<file path="config.mk">
export PLATFORM = sky130hd
export DESIGN_NAME = route_sequencer
export DESIGN_NICKNAME = d
export VERILOG_FILES = /design/src/rtl/route_sequencer.sv
export SDC_FILE = /design/constraint.sdc
export NUM_CORES = 1
export LEC_CHECK = 0
export CAP_MARGIN = 10
export CORE_MARGIN = 4
export CORE_UTILIZATION = 40
export CTS_BUF_LIST = sky130_fd_sc_hd__clkbuf_16
export DETAILED_ROUTE_END_ITERATION = 10
export GPL_TIMING_DRIVEN = 0
export PLACE_DENSITY = 0.66
export SYNTH_ARGS = -nofsm -noshare
export SYNTH_HDL_FRONTEND = slang
export SYNTH_SLANG_ARGS = --single-unit
export TNS_END_PERCENT = 30
</file>
<file path="constraint.sdc">
create_clock -name clk -period 3.1 [get_ports clk]
set_input_delay 0.465 -clock clk [delete_from_list [all_inputs] [get_ports clk]]
set_output_delay 0.465 -clock clk [all_outputs]
set_load 0.05 [all_outputs]
</file>
<file path="src/rtl/route_sequencer.sv">
// Route sequencer: queues Zigbee route commands and steps the line-follow manoeuvres.
// Define ROUTE_LOST_LINE_EN to add lost-line recovery (LOST state and lost_line port).
module route_sequencer #(
    parameter int unsigned CMD_W          = 3,
    parameter int unsigned FIFO_DEPTH     = 4,
    parameter int unsigned TIMER_W        = 27,
    parameter int unsigned FWD_CYCLES     = 25000000,
    parameter int unsigned ST_FWD_CYCLES  = 30000000,
    parameter int unsigned ST_BACK_CYCLES = 30000000,
    parameter int unsigned COMM_TIMEOUT   = 50000000
) (
    input  logic                        clk,
    input  logic                        reset,
    input  logic                        sensor_l,
    input  logic                        sensor_m,
    input  logic                        sensor_r,
    input  logic [CMD_W-1:0]            cmd_in,
    input  logic                        cmd_valid,
    output logic                        cmd_ready,
    output logic                        start_communication,
    output logic                        comm_error,
    output logic [2:0]                  output_action,
    output logic [$clog2(FIFO_DEPTH):0] fifo_level,
    output logic                        busy
`ifdef ROUTE_LOST_LINE_EN
    ,
    output logic                        lost_line
`endif
);
    localparam int unsigned PTR_W = $clog2(FIFO_DEPTH);
    localparam int unsigned LVL_W = PTR_W + 1;
    localparam logic [TIMER_W-1:0] T_FWD_END  = TIMER_W'(FWD_CYCLES - 1);
    localparam logic [TIMER_W-1:0] T_STF_END  = TIMER_W'(ST_FWD_CYCLES - 1);
    localparam logic [TIMER_W-1:0] T_STB_END  = TIMER_W'(ST_BACK_CYCLES - 1);
    localparam logic [TIMER_W-1:0] T_COMM_END = TIMER_W'(COMM_TIMEOUT - 1);

    typedef enum logic [4:0] {
        S_IDLE, S_REQ, S_REQ_GAP, S_DECIDE,
        S_F0, S_F1, S_F2, S_F3,
        S_L0, S_L1, S_R0, S_R1, S_U0, S_U1,
        S_BK, S_S0, S_S1
`ifdef ROUTE_LOST_LINE_EN
        , S_LOST
`endif
    } state_t;

    state_t             r_state, w_next;
    logic [TIMER_W-1:0] r_timer;
    logic [CMD_W-1:0]   r_mem [FIFO_DEPTH];
    logic [PTR_W-1:0]   r_wr_ptr, r_rd_ptr;
    logic [LVL_W-1:0]   r_level;
    logic [CMD_W-1:0]   r_cmd;
    logic [2:0]         w_sensor;
    logic               w_full, w_push, w_pop, w_flush, w_cmd_ok;

    assign w_sensor  = {sensor_l, sensor_m, sensor_r};
    assign w_full    = (r_level == LVL_W'(FIFO_DEPTH));
    assign w_push    = cmd_valid && !w_full;
    assign w_pop     = (r_state == S_IDLE) && (r_level != '0);
    assign w_cmd_ok  = ((r_cmd >> 3) == '0);
    assign cmd_ready  = !w_full;
    assign fifo_level = r_level;

`ifdef ROUTE_LOST_LINE_EN
    localparam int unsigned LOST_CYCLES = 1000000;
    localparam int unsigned LOST_W      = $clog2(LOST_CYCLES);
    logic [LOST_W-1:0] r_lost_cnt;
    logic              w_lost_zone, w_lost_trip;

    assign w_lost_zone = (r_state inside {S_F0, S_F1, S_F2, S_F3, S_S0}) && (w_sensor == 3'b111);
    assign w_lost_trip = w_lost_zone && (r_lost_cnt == LOST_W'(LOST_CYCLES - 1));
    assign w_flush     = (r_state == S_LOST);
    assign lost_line   = (r_state == S_LOST);

    always_ff @(posedge clk or negedge reset) begin
        if (!reset)                          r_lost_cnt <= '0;
        else if (w_lost_zone && !w_lost_trip) r_lost_cnt <= r_lost_cnt + 1'b1;
        else                                 r_lost_cnt <= '0;
    end
`else
    assign w_flush = 1'b0;
`endif

    // Full is taken from the registered level, so a push is refused even when a pop frees a slot.
    always_ff @(posedge clk or negedge reset) begin
        if (!reset) begin
            r_wr_ptr <= '0;
            r_rd_ptr <= '0;
            r_level  <= '0;
            r_cmd    <= '0;
        end else if (w_flush) begin
            r_wr_ptr <= '0;
            r_rd_ptr <= '0;
            r_level  <= '0;
        end else begin
            if (w_push) r_wr_ptr <= r_wr_ptr + 1'b1;
            if (w_pop) begin
                r_rd_ptr <= r_rd_ptr + 1'b1;
                r_cmd    <= r_mem[r_rd_ptr];
            end
            case ({w_push, w_pop})
                2'b10:   r_level <= r_level + 1'b1;
                2'b01:   r_level <= r_level - 1'b1;
                default: r_level <= r_level;
            endcase
        end
    end

    always_ff @(posedge clk) begin
        if (w_push) r_mem[r_wr_ptr] <= cmd_in;
    end

    always_ff @(posedge clk or negedge reset) begin
        if (!reset) begin
            r_state <= S_IDLE;
            r_timer <= '0;
        end else begin
            r_state <= w_next;
            if (w_next != r_state)  r_timer <= '0;
            else if (r_timer != '1) r_timer <= r_timer + 1'b1;
        end
    end

    always_comb begin
        w_next              = r_state;
        output_action       = 3'b011;
        start_communication = 1'b0;
        comm_error          = 1'b0;
        busy                = 1'b1;
        case (r_state)
            S_IDLE: begin
                busy   = 1'b0;
                w_next = (r_level != '0) ? S_DECIDE : S_REQ;
            end
            S_REQ: begin
                busy                = 1'b0;
                start_communication = 1'b1;
                if (r_level != '0)            w_next = S_IDLE;
                else if (r_timer == T_COMM_END) w_next = S_REQ_GAP;
            end
            S_REQ_GAP: begin
                busy       = 1'b0;
                comm_error = 1'b1;
                w_next     = S_REQ;
            end
            S_DECIDE: begin
                w_next = S_IDLE;
                if (w_cmd_ok) begin
                    case (r_cmd[2:0])
                        3'b001:  w_next = S_F0;
                        3'b011:  w_next = S_L0;
                        3'b010:  w_next = S_R0;
                        3'b100:  w_next = S_U0;
                        3'b101:  w_next = S_BK;
                        3'b110:  w_next = S_F2;
                        3'b111:  w_next = S_S0;
                        default: w_next = S_IDLE;
                    endcase
                end
            end
            S_F0: begin output_action = 3'b000; if (w_sensor == 3'b000) w_next = S_F1; end
            S_F1: begin output_action = 3'b000; if (w_sensor == 3'b101) w_next = S_F2; end
            S_F2: begin output_action = 3'b000; if (w_sensor == 3'b000) w_next = S_F3; end
            S_F3: begin output_action = 3'b000; if (r_timer == T_FWD_END) w_next = S_IDLE; end
            S_L0: begin output_action = 3'b001; if (w_sensor == 3'b111) w_next = S_L1; end
            S_L1: begin output_action = 3'b001; if (w_sensor == 3'b101) w_next = S_IDLE; end
            S_R0: begin output_action = 3'b010; if (w_sensor == 3'b111) w_next = S_R1; end
            S_R1: begin output_action = 3'b010; if (w_sensor == 3'b101) w_next = S_IDLE; end
            S_U0: begin output_action = 3'b010; if (w_sensor == 3'b111) w_next = S_U1; end
            S_U1: begin output_action = 3'b010; if (w_sensor == 3'b101) w_next = S_R0; end
            S_BK: begin output_action = 3'b100; if (w_sensor == 3'b111) w_next = S_IDLE; end
            S_S0: begin output_action = 3'b000; if (r_timer == T_STF_END) w_next = S_S1; end
            S_S1: begin output_action = 3'b100; if (r_timer == T_STB_END) w_next = S_IDLE; end
`ifdef ROUTE_LOST_LINE_EN
            S_LOST: w_next = S_REQ;
`endif
            default: w_next = S_IDLE;
        endcase
`ifdef ROUTE_LOST_LINE_EN
        if (w_lost_trip) w_next = S_LOST;
`endif
    end
endmodule

</file>
==> impl_metrics.toml, run 1 <==
[drt]
vias_per_cell = 5.50
vias = 2548
drt_iter0_drc = 181
wire_per_inst_microns = 15.4
drtAntennaViolNets = 0
drc = 0
wl_microns = 7120
drt_first_pass_iters = 4

[cts]
clockBufferDepth = 2
cts-resized-gates = 0
postCtsSetupRepairBufs = 0
clkTransAtPathRegs_ps = 70
cts_tree = "done"
clock-root-buffer = "clkbuf_16"
clock_latency_ps = 290
cts.sinks = 54
htreeDepth = 2
postCtsHoldBufs = 0
cts-buffers-inserted = 5

[yosys]
yosys-top-cells-count = "42 x dfrtp_1, 25 x nor2_1, 23 x xnor2_1, 21 x nand2_1, 17 x nand3_1"
synthSimpleGateAreaFrac = 0.307
syn_inst = 331
synth.area.top_cells = "dfrtp_1 31%, edfxtp_1 11%, xnor2_1 5.9%"
synth_top_family_by_area = "simple AND/OR/NAND/NOR gates"
synth.most_common_cell = "dfrtp_1"
syn-cell-area_sq_mm = 0.00340
yosys-mux-area-fraction = 0.0419
ys.flop_type = "dfrtp_1"
seq_area_frac_synth = 0.415
post-synth-top-area-cell = "dfrtp_1"
synth-compound-area-share = 0.0905
ys_seq_elements = 54
synthAdderAreaFrac = 0.0280
synth_top_area_frac = 0.309
synth_xor_area_frac = 0.0772
synth_nets = 347
synth.distinct_cells = 68
yosys_warnings = 0
avgSynthCellArea_sq_um = 10.3
synth-edff-count = 12
async_reset_ff_frac = 0.778

[critical_path]
cp.arrival_ps = 2480
start_kind = "flip-flop"
worstRegToRegCells = 9
r2r-start = "r_state[2]$_DFF_PN0_"
critPathKind = "flip-flop to output port"
worstReg2RegEnd = "fifo_level[2]$_DFFE_PN0P_"
r2r_setup_slack_ps = 190
required_ps = 2630
crit_path_end_kind = "output port"
cp_max_fo = 10

[place]
dp.final_hpwl_microns = 5290
gp_congestion = 0.884
io_buffers = 18

[cells_and_area]
post-route-util = 0.472
fin_nets = 373
diodes = 0
layout-drive-gt1-share = 0.182
syn_to_final_growth_pct = 14.7

[sta]
min_period_ps = 2940
skew_ps = 7.37
rsz0062_at_grt = "false"
finalHoldViolations = 0
min_period_over_period = 0.949
finalSetupTns_ps = 0
fmax_ghz = 0.340
slew_headroom = 0.469
worst_pin_slew_ps = 788
final_max_slew_viol_count = 0
setup-violations-final = 0

[grt]
grt_start_max_net_pins = 27
grt_pass1_vias = 2511
gr-total-overflow = 0
grt_first_pass_wirelength_microns = 12200
antenna_found_initial = 0
grt_use_total = 0.149

[outcome]
status = "completed"

[die]
initial_core_util = 0.412
num_rows = 33
io_pins = 19
die_width_microns = 100
core_area_sq_mm = 0.00826
dieArea_sq_mm = 0.0100
die_h_microns = 100

[hold_path]
hold_path_class = "input pin to asynchronous set/reset pin"

[flow_run]
drv_cap = 0

[power_and_ir_drop]
p_per_area_mw_per_mm2 = 464
p_leak_uw = 0.00150
ir_drop_mv = 0.426
## critical path: stages (launching register included)
cell and delay [ps]:
dfrtp_1 350, buf_4 180, clkbuf_1 410, nor2_1 100, a21oi_1 160, nor3_1 60
a21oi_1 130, clkdlybuf4s50_1 810
## power breakdown
part / switching [uW] / total [uW] / internal [uW]
Clock: 260 / 645 / 386
Sequential: 39.1 / 834 / 795
Combinational: 211 / 332 / 120
## metrics by stage
stage | setup WS, ps | instance area [sq um] | hold WS, ps | std cells | power (uW)
floorplan | 372 | 3400 | 169 | 331 | 1070
global placement | 260 | 3710 | 520 | 454 | 1170
detailed placement | 212 | 3730 | 426 | 455 | 1190
CTS | 170 | 3900 | 116 | 463 | 1830
global route | 37.4 | 3900 | 129 | 463 | 1910
finish | 159 | 3900 | 98.0 | 463 | 1810
## cell usage in the layout (no fill, tap or decap), types with 6 or more instances in the layout
| master | count |
|---|---|
| edfxtp_1 | 12 |
| dfrtp_1 | 42 |
| and2_1 | 7 |
| and3_1 | 9 |
| xor2_1 | 7 |
| clkbuf_1 | 7 |
| nor3_1 | 14 |
| inv_1 | 9 |
| o21ai_0 | 10 |
| nand3_1 | 17 |
| nand2_1 | 21 |
| xnor2_1 | 23 |
| ha_1 | 6 |
| nand4_1 | 9 |
| nor2_2 | 14 |
| nor2_4 | 10 |
| clkdlybuf4s50_1 | 17 |
| nor2_1 | 25 |
## worst max path at each step
| stage | end | cells after the start | slack, ps | from |
|---|---|---|---|---|
| floorplan | fifo_level[2]$_DFFE_PN0P_ | 9 | 370 | fifo_level[2]$_DFFE_PN0P_ |
| global placement | fifo_level[2]$_DFFE_PN0P_ | 9 | 260 | r_state[2]$_DFF_PN0_ |
| detailed placement | fifo_level[2]$_DFFE_PN0P_ | 9 | 210 | r_state[2]$_DFF_PN0_ |
| CTS | output_action[1] | 7 | 170 | r_state[0]$_DFF_PN0_ |
| global route | output_action[1] | 7 | 40 | r_state[0]$_DFF_PN0_ |
| finish | output_action[1] | 7 | 160 | r_state[0]$_DFF_PN0_ |
## logic make-up (layout without fill, tap and decap cells)
logic type | after synthesis | in the layout
AND/OR/NAND/NOR | 169 | 169
buffers and inverters | 24 | 51
XOR/XNOR | 30 | 30
flip-flops | 54 | 54
multiplexers | 10 | 10
AO/OA/AOI/OAI | 37 | 37
adder cells (fa/ha/maj) | 7 | 7
## registers in the layout (all words and copies together) (netlist names)
name	count
r_cmd	3
r_timer	27
r_state	5
r_rd_ptr	2
r_mem	12
r_wr_ptr	2
fifo_level	3
## metal layers
metal / global-route usage / wire, microns
met5: 0 / 0
met3: 0.0236 / 265
met2: 0.245 / 3440
met4: 0.0373 / 74
met1: 0.205 / 3340
## final cells by class
type | count | area [sq um]
repair buffers | 19 | 195
fillers | 801 | 4360
clock buffers | 5 | 125
well taps | 105 | 131
clock inverters | 3 | 47.5
flip-flops and latches | 54 | 1410
inverters | 9 | 33.8
plain buffers | 15 | 103
multi-input cells | 253 | 1850
No activity file was read; power rests on OpenSTA's default activity.
==> inputs of run 2 (changes only) <==
CORE_ASPECT_RATIO = 0.9   (was not set)
HOLD_SLACK_MARGIN = 0.02   (was not set)
SKIP_CTS_REPAIR_TIMING = 1   (was not set)
==> run 2 against run 1 <==
  * Clock power fell by 12%
  * Cell count rose by 2.2%
  * Sequential share of layout area rose by 0.070 points
  * Core utilization rose by 0.33 points
  * Via count rose by 1.0%
  * Sequential power barely moved
  * Total power fell by 3.9%
  * Critical path depth rose by 2
==> impl_metrics.toml, run 2 (synthesis gave the netlist of run 1 again) <==
[power_and_ir_drop]
p_per_area_mw_per_mm2 = 447
power_frac_comb = 0.192
p_seq_frac = 0.481
p_leak_uw = 0.00150
sw_frac_of_total = 0.299
total_power_uw = 1740
power.internal_uw = 1220
clkPwrFrac = 0.327
switchingPower_uw = 520
ir_drop_mv = 0.337

[place]
dp.final_hpwl_microns = 5180
gp_congestion = 0.855
io_buffers = 18
dpl_worst_slack_ps = 250

[sta]
fin_ws_ps = 211
skew_ps = 11.5
slew_headroom = 0.482
min_period_over_period = 0.932
setup-violations-final = 0
fmax_ghz = 0.346
finalSetupTns_ps = 0
worst_pin_slew_ps = 770
final_max_slew_viol_count = 0
min_period_ps = 2890
rsz0062_at_grt = "false"
finalHoldViolations = 0

[die]
die_h_microns = 95.5
dieArea_sq_mm = 0.0100
core_area_sq_mm = 0.00818
die_width_microns = 105
io_pins = 19
initial_core_util = 0.416
num_rows = 31

[grt]
grt_use_total = 0.151
grt_start_max_net_pins = 30
gr-total-overflow = 0
antenna_found_initial = 0
grt_pass1_vias = 2495
grt_first_pass_wirelength_microns = 12200

[drt]
vias_per_cell = 5.44
drt_iter0_drc = 188
drtAntennaViolNets = 0
drt_first_pass_iters = 4
drc = 0
wire_per_inst_microns = 15.0
wl_microns = 7120
vias = 2574

[cts]
htreeDepth = 2
clkTransAtPathRegs_ps = 80
cts.sinks = 54
clock_latency_ps = 300
clockBufferDepth = 2
cts-buffers-inserted = 5
clock-root-buffer = "clkbuf_16"
cts_tree = "done"

[critical_path]
cp_max_fo = 10
start_kind = "flip-flop"
required_ps = 3320
critPathKind = "flip-flop to flip-flop"
cpLargestDelayFamily = "simple AND/OR/NAND/NOR gates"
cp.arrival_ps = 3110
cp_cell_sequence = "buf_6 > or3_4 > nor4_2 > ha_1 > inv_1 > fa_1 > xor2_1 > nor2_1 > xor2_1"
critPathMostFrequentCell = "xor2_1"
crit_path_end_kind = "flip-flop"
cp_slowest_cell = "nor4_2"
crit_buf_inv = 2
critPathMaxStageDelay_ps = 660

[cells_and_area]
final_common_cell = "dfrtp_1"
syn_to_final_growth_pct = 14.5
post-route-util = 0.476
reg.largest.list = "r_timer x27, r_mem x12, r_state x5"
diodes = 0
final_cell_mix = "42 x dfrtp_1, 25 x nor2_1, 23 x xnor2_1"
largest_register_ffs = 27
top_register = "r_timer"
layout-drive-gt1-share = 0.182
fin_nets = 373

[hold_path]
hold_path_class = "input pin to asynchronous set/reset pin"

[flow_run]
drv_cap = 0

[outcome]
status = "completed"
-- run 2: cell count changes in the layout (fill, tap and decap cells not counted) --
cell,change
bufinv_16,-1
dlymetal6s2s_1,+1
clkdlybuf4s50_1,-1
clkinvlp_4,+1
-- run 2: power groups by stage --
| stage | combinational [uW] | sequential, uW | clock, uW |
|---|---|---|---|
| 3_5_place_dp | 340 | 851 | 0 |
| 5_1_grt | 368 | 844 | 612 |
| 2_1_floorplan | 155 | 911 | 0 |
| 6_report | 335 | 837 | 569 |
| 3_3_place_gp | 326 | 848 | 0 |
| 4_1_cts | 342 | 839 | 583 |
-- run 2: per-stage QoR --
| stage | area, sq um | hold slack (ps) | std cells |
|---|---|---|---|
| after floorplan | 3400 | 169 | 331 |
| after detailed placement | 3740 | 406 | 465 |
| after global placement | 3730 | 524 | 464 |
| final | 3890 | 74.3 | 473 |
| after CTS | 3890 | 89.5 | 473 |
| after global routing | 3890 | 100 | 473 |
-- run 2: final timing paths --
check / startpoint / to / slack (ps) / cells past startpoint
max: r_state[2]$_DFF_PN0_ / fifo_level[2]$_DFFE_PN0P_ / 210 / 9
min: reset / r_state[2]$_DFF_PN0_ / 70 / 1
max reg2reg: r_state[2]$_DFF_PN0_ / fifo_level[2]$_DFFE_PN0P_ / 210 / 9
min reg2reg: fifo_level[2]$_DFFE_PN0P_ / fifo_level[2]$_DFFE_PN0P_ / 540 / 1
max in group asynchronous: reset / r_rd_ptr[0]$_DFFE_PN0P_ / 2550 / 2
min in group clk: fifo_level[2]$_DFFE_PN0P_ / fifo_level[2]$_DFFE_PN0P_ / 540 / 1
-- run 2: cell type report --
cell class              count  area (sq um)
inverters                   9          33.8
well taps                 115           144
clock inverters             3          25.0
clock buffers               5           125
repair buffers             19           198
plain buffers              15           103
fillers                   753          4290
flip-flops and latches     54          1410
multi-input cells         253          1850
-- run 2: worst reg2reg max path, stage by stage, from the launching register on --
cell     delay [ps]
dfrtp_1         430
buf_6           160
or3_4           400
nor4_2          660
ha_1            320
inv_1            60
fa_1            370
xor2_1          150
nor2_1          110
xor2_1          150
-- run 2: metal layers --
metal / vias up / GRT usage / part of all wire
met3: 8 / 0.0257 / 0.042
met1: 1255 / 0.206 / 0.48
met5: - / 0 / 0
li1: 1254 / - / -
met2: 57 / 0.247 / 0.47
met4: 0 / 0.0503 / 0.015
==> inputs of run 3 (changes only) <==
CORE_MARGIN = 2   (was 4)
==> run 3 against run 2 <==
  * Cell count decreased by 3.6%
  * Design area about the same
  * Sequential cell count unchanged
  * Worst setup slack got worse by 52 ps
  * Sequential share of layout area about the same
  * Core utilization increased by 0.24 points
  * Total power increased by 3.2%
  * Critical path type unchanged
  * Critical endpoint unchanged
  * Largest power group unchanged
==> impl_metrics.toml, run 3 (synthesis gave the netlist of run 1 again) <==
[cells_and_area]
ff_latch_area_sq_mm = 0.00141
syn_to_final_growth_pct = 14.5
reg.largest.list = "r_timer x27, r_mem x12, r_state x5"
diodes = 0
multiInputGateArea_sq_mm = 0.00185
largest_register_ffs = 27
top_register = "r_timer"
fill_cells = 773
fin_nets = 373
final_cell_mix = "42 x dfrtp_1, 25 x nor2_1, 23 x xnor2_1"
layout-drive-gt1-share = 0.179
postLayoutCellArea_sq_mm = 0.00389
final_common_cell = "dfrtp_1"

[power_and_ir_drop]
ir_drop_mv = 0.275
p_per_area_mw_per_mm2 = 461
p_leak_uw = 0.00152

[place]
io_buffers = 18
gp_congestion = 0.847
dp.final_hpwl_microns = 5340
dpl_worst_slack_ps = 204
place_area_sq_mm = 0.00373

[sta]
worst_pin_slew_ps = 822
min_period_over_period = 0.949
fmax_ghz = 0.340
hold_slack_ps = 148
rsz0062_at_grt = "false"
fin_ws_ps = 159
slew_headroom = 0.448
skew_ps = 3.89
setup-violations-final = 0
min_period_ps = 2940
finalHoldViolations = 0
final_max_slew_viol_count = 0
finalSetupTns_ps = 0

[critical_path]
cp_slowest_cell = "nor4_2"
r2r-start = "r_state[2]$_DFF_PN0_"
start_kind = "flip-flop"
required_ps = 3320
critPathMostFrequentCell = "xor2_1"
r2r_setup_slack_ps = 160
cp_cell_sequence = "buf_6 > or3_4 > nor4_2 > ha_1 > inv_1 > fa_1 > xor2_1 > nor2_1 > xor2_1"
cp_max_fo = 10
worstRegToRegCells = 9
critPathKind = "flip-flop to flip-flop"
crit_path_end_kind = "flip-flop"
cp.arrival_ps = 3160
critPathMaxStageDelay_ps = 700
worstReg2RegEnd = "fifo_level[2]$_DFFE_PN0P_"

[drt]
drt_first_pass_iters = 5
vias = 2638
drt_iter0_drc = 150
drc = 0
drtAntennaViolNets = 0
vias_per_cell = 5.79
wl_microns = 7250
wire_per_inst_microns = 15.9

[die]
io_pins = 19
core_area_sq_mm = 0.00815
dieArea_sq_mm = 0.00926
die_width_microns = 101
num_rows = 31
die_h_microns = 91.5
initial_core_util = 0.418

[hold_path]
hold_path_class = "input pin to asynchronous set/reset pin"

[grt]
grt_first_pass_wirelength_microns = 12700
grt_use_total = 0.170
grt_start_max_net_pins = 24
gr-total-overflow = 0
grt_pass1_vias = 2627
antenna_found_initial = 0

[cts]
clkTransAtPathRegs_ps = 70
cts_tree = "done"
htreeDepth = 2
cts-buffers-inserted = 5
clock-root-buffer = "clkbuf_16"
cts.sinks = 54
clock_latency_ps = 290
clockBufferDepth = 2

[flow_run]
drv_cap = 0

[outcome]
status = "completed"
-- run 3: per-layer routing --
layer | part of all wire | global-route usage | vias to the layer above
met5 | 0 | 0 | -
met4 | 0.018 | 0.0586 | 0
met3 | 0.036 | 0.0246 | 11
met2 | 0.48 | 0.273 | 64
met1 | 0.46 | 0.234 | 1313
li1 | - | - | 1250
-- run 3: critical path: cells and delay by family, from the launching register on --
family        cells  cell delay [ps]
flops             1              430
buf+inv           2              230
xor+xnor          2              300
simple gates      3             1220
fa+ha+maj         2              690
-- run 3: worst max-delay path by stage --
stage | startpoint | endpoint | slack (ps) | depth (start not counted)
2_1_floorplan | fifo_level[2]$_DFFE_PN0P_ | fifo_level[2]$_DFFE_PN0P_ | 370 | 9
3_3_place_gp | r_state[2]$_DFF_PN0_ | fifo_level[2]$_DFFE_PN0P_ | 270 | 9
3_5_place_dp | r_state[2]$_DFF_PN0_ | fifo_level[2]$_DFFE_PN0P_ | 200 | 9
4_1_cts | r_state[0]$_DFF_PN0_ | output_action[1] | 120 | 7
5_1_grt | r_state[2]$_DFF_PN0_ | fifo_level[2]$_DFFE_PN0P_ | 60 | 9
6_report | r_state[2]$_DFF_PN0_ | fifo_level[2]$_DFFE_PN0P_ | 160 | 9
-- run 3: metrics by stage --
| step | power, uW | instances | util |
|---|---|---|---|
| 4_1_cts | 1820 | 456 | 0.478 |
| 5_1_grt | 1890 | 456 | 0.478 |
| 6_report | 1800 | 456 | 0.478 |
| 3_3_place_gp | 1170 | 448 | 0.455 |
| 3_5_place_dp | 1200 | 449 | 0.458 |
| 2_1_floorplan | 1070 | 331 | - |
-- run 3: final cells by class --
class,count,share of cell area
multi-input cells,253,0.476
flip-flops and latches,54,0.362
repair buffers,19,0.0527
clock buffers,5,0.0321
well taps,99,0.0318
plain buffers,15,0.0263
clock inverters,2,0.00996
inverters,9,0.00867
-- run 3: where the power goes --
group / total [uW] / internal, uW / switching, uW
sequential: 837 / 796 / 41.4
clock: 620 / 378 / 242
combinational: 339 / 123 / 216
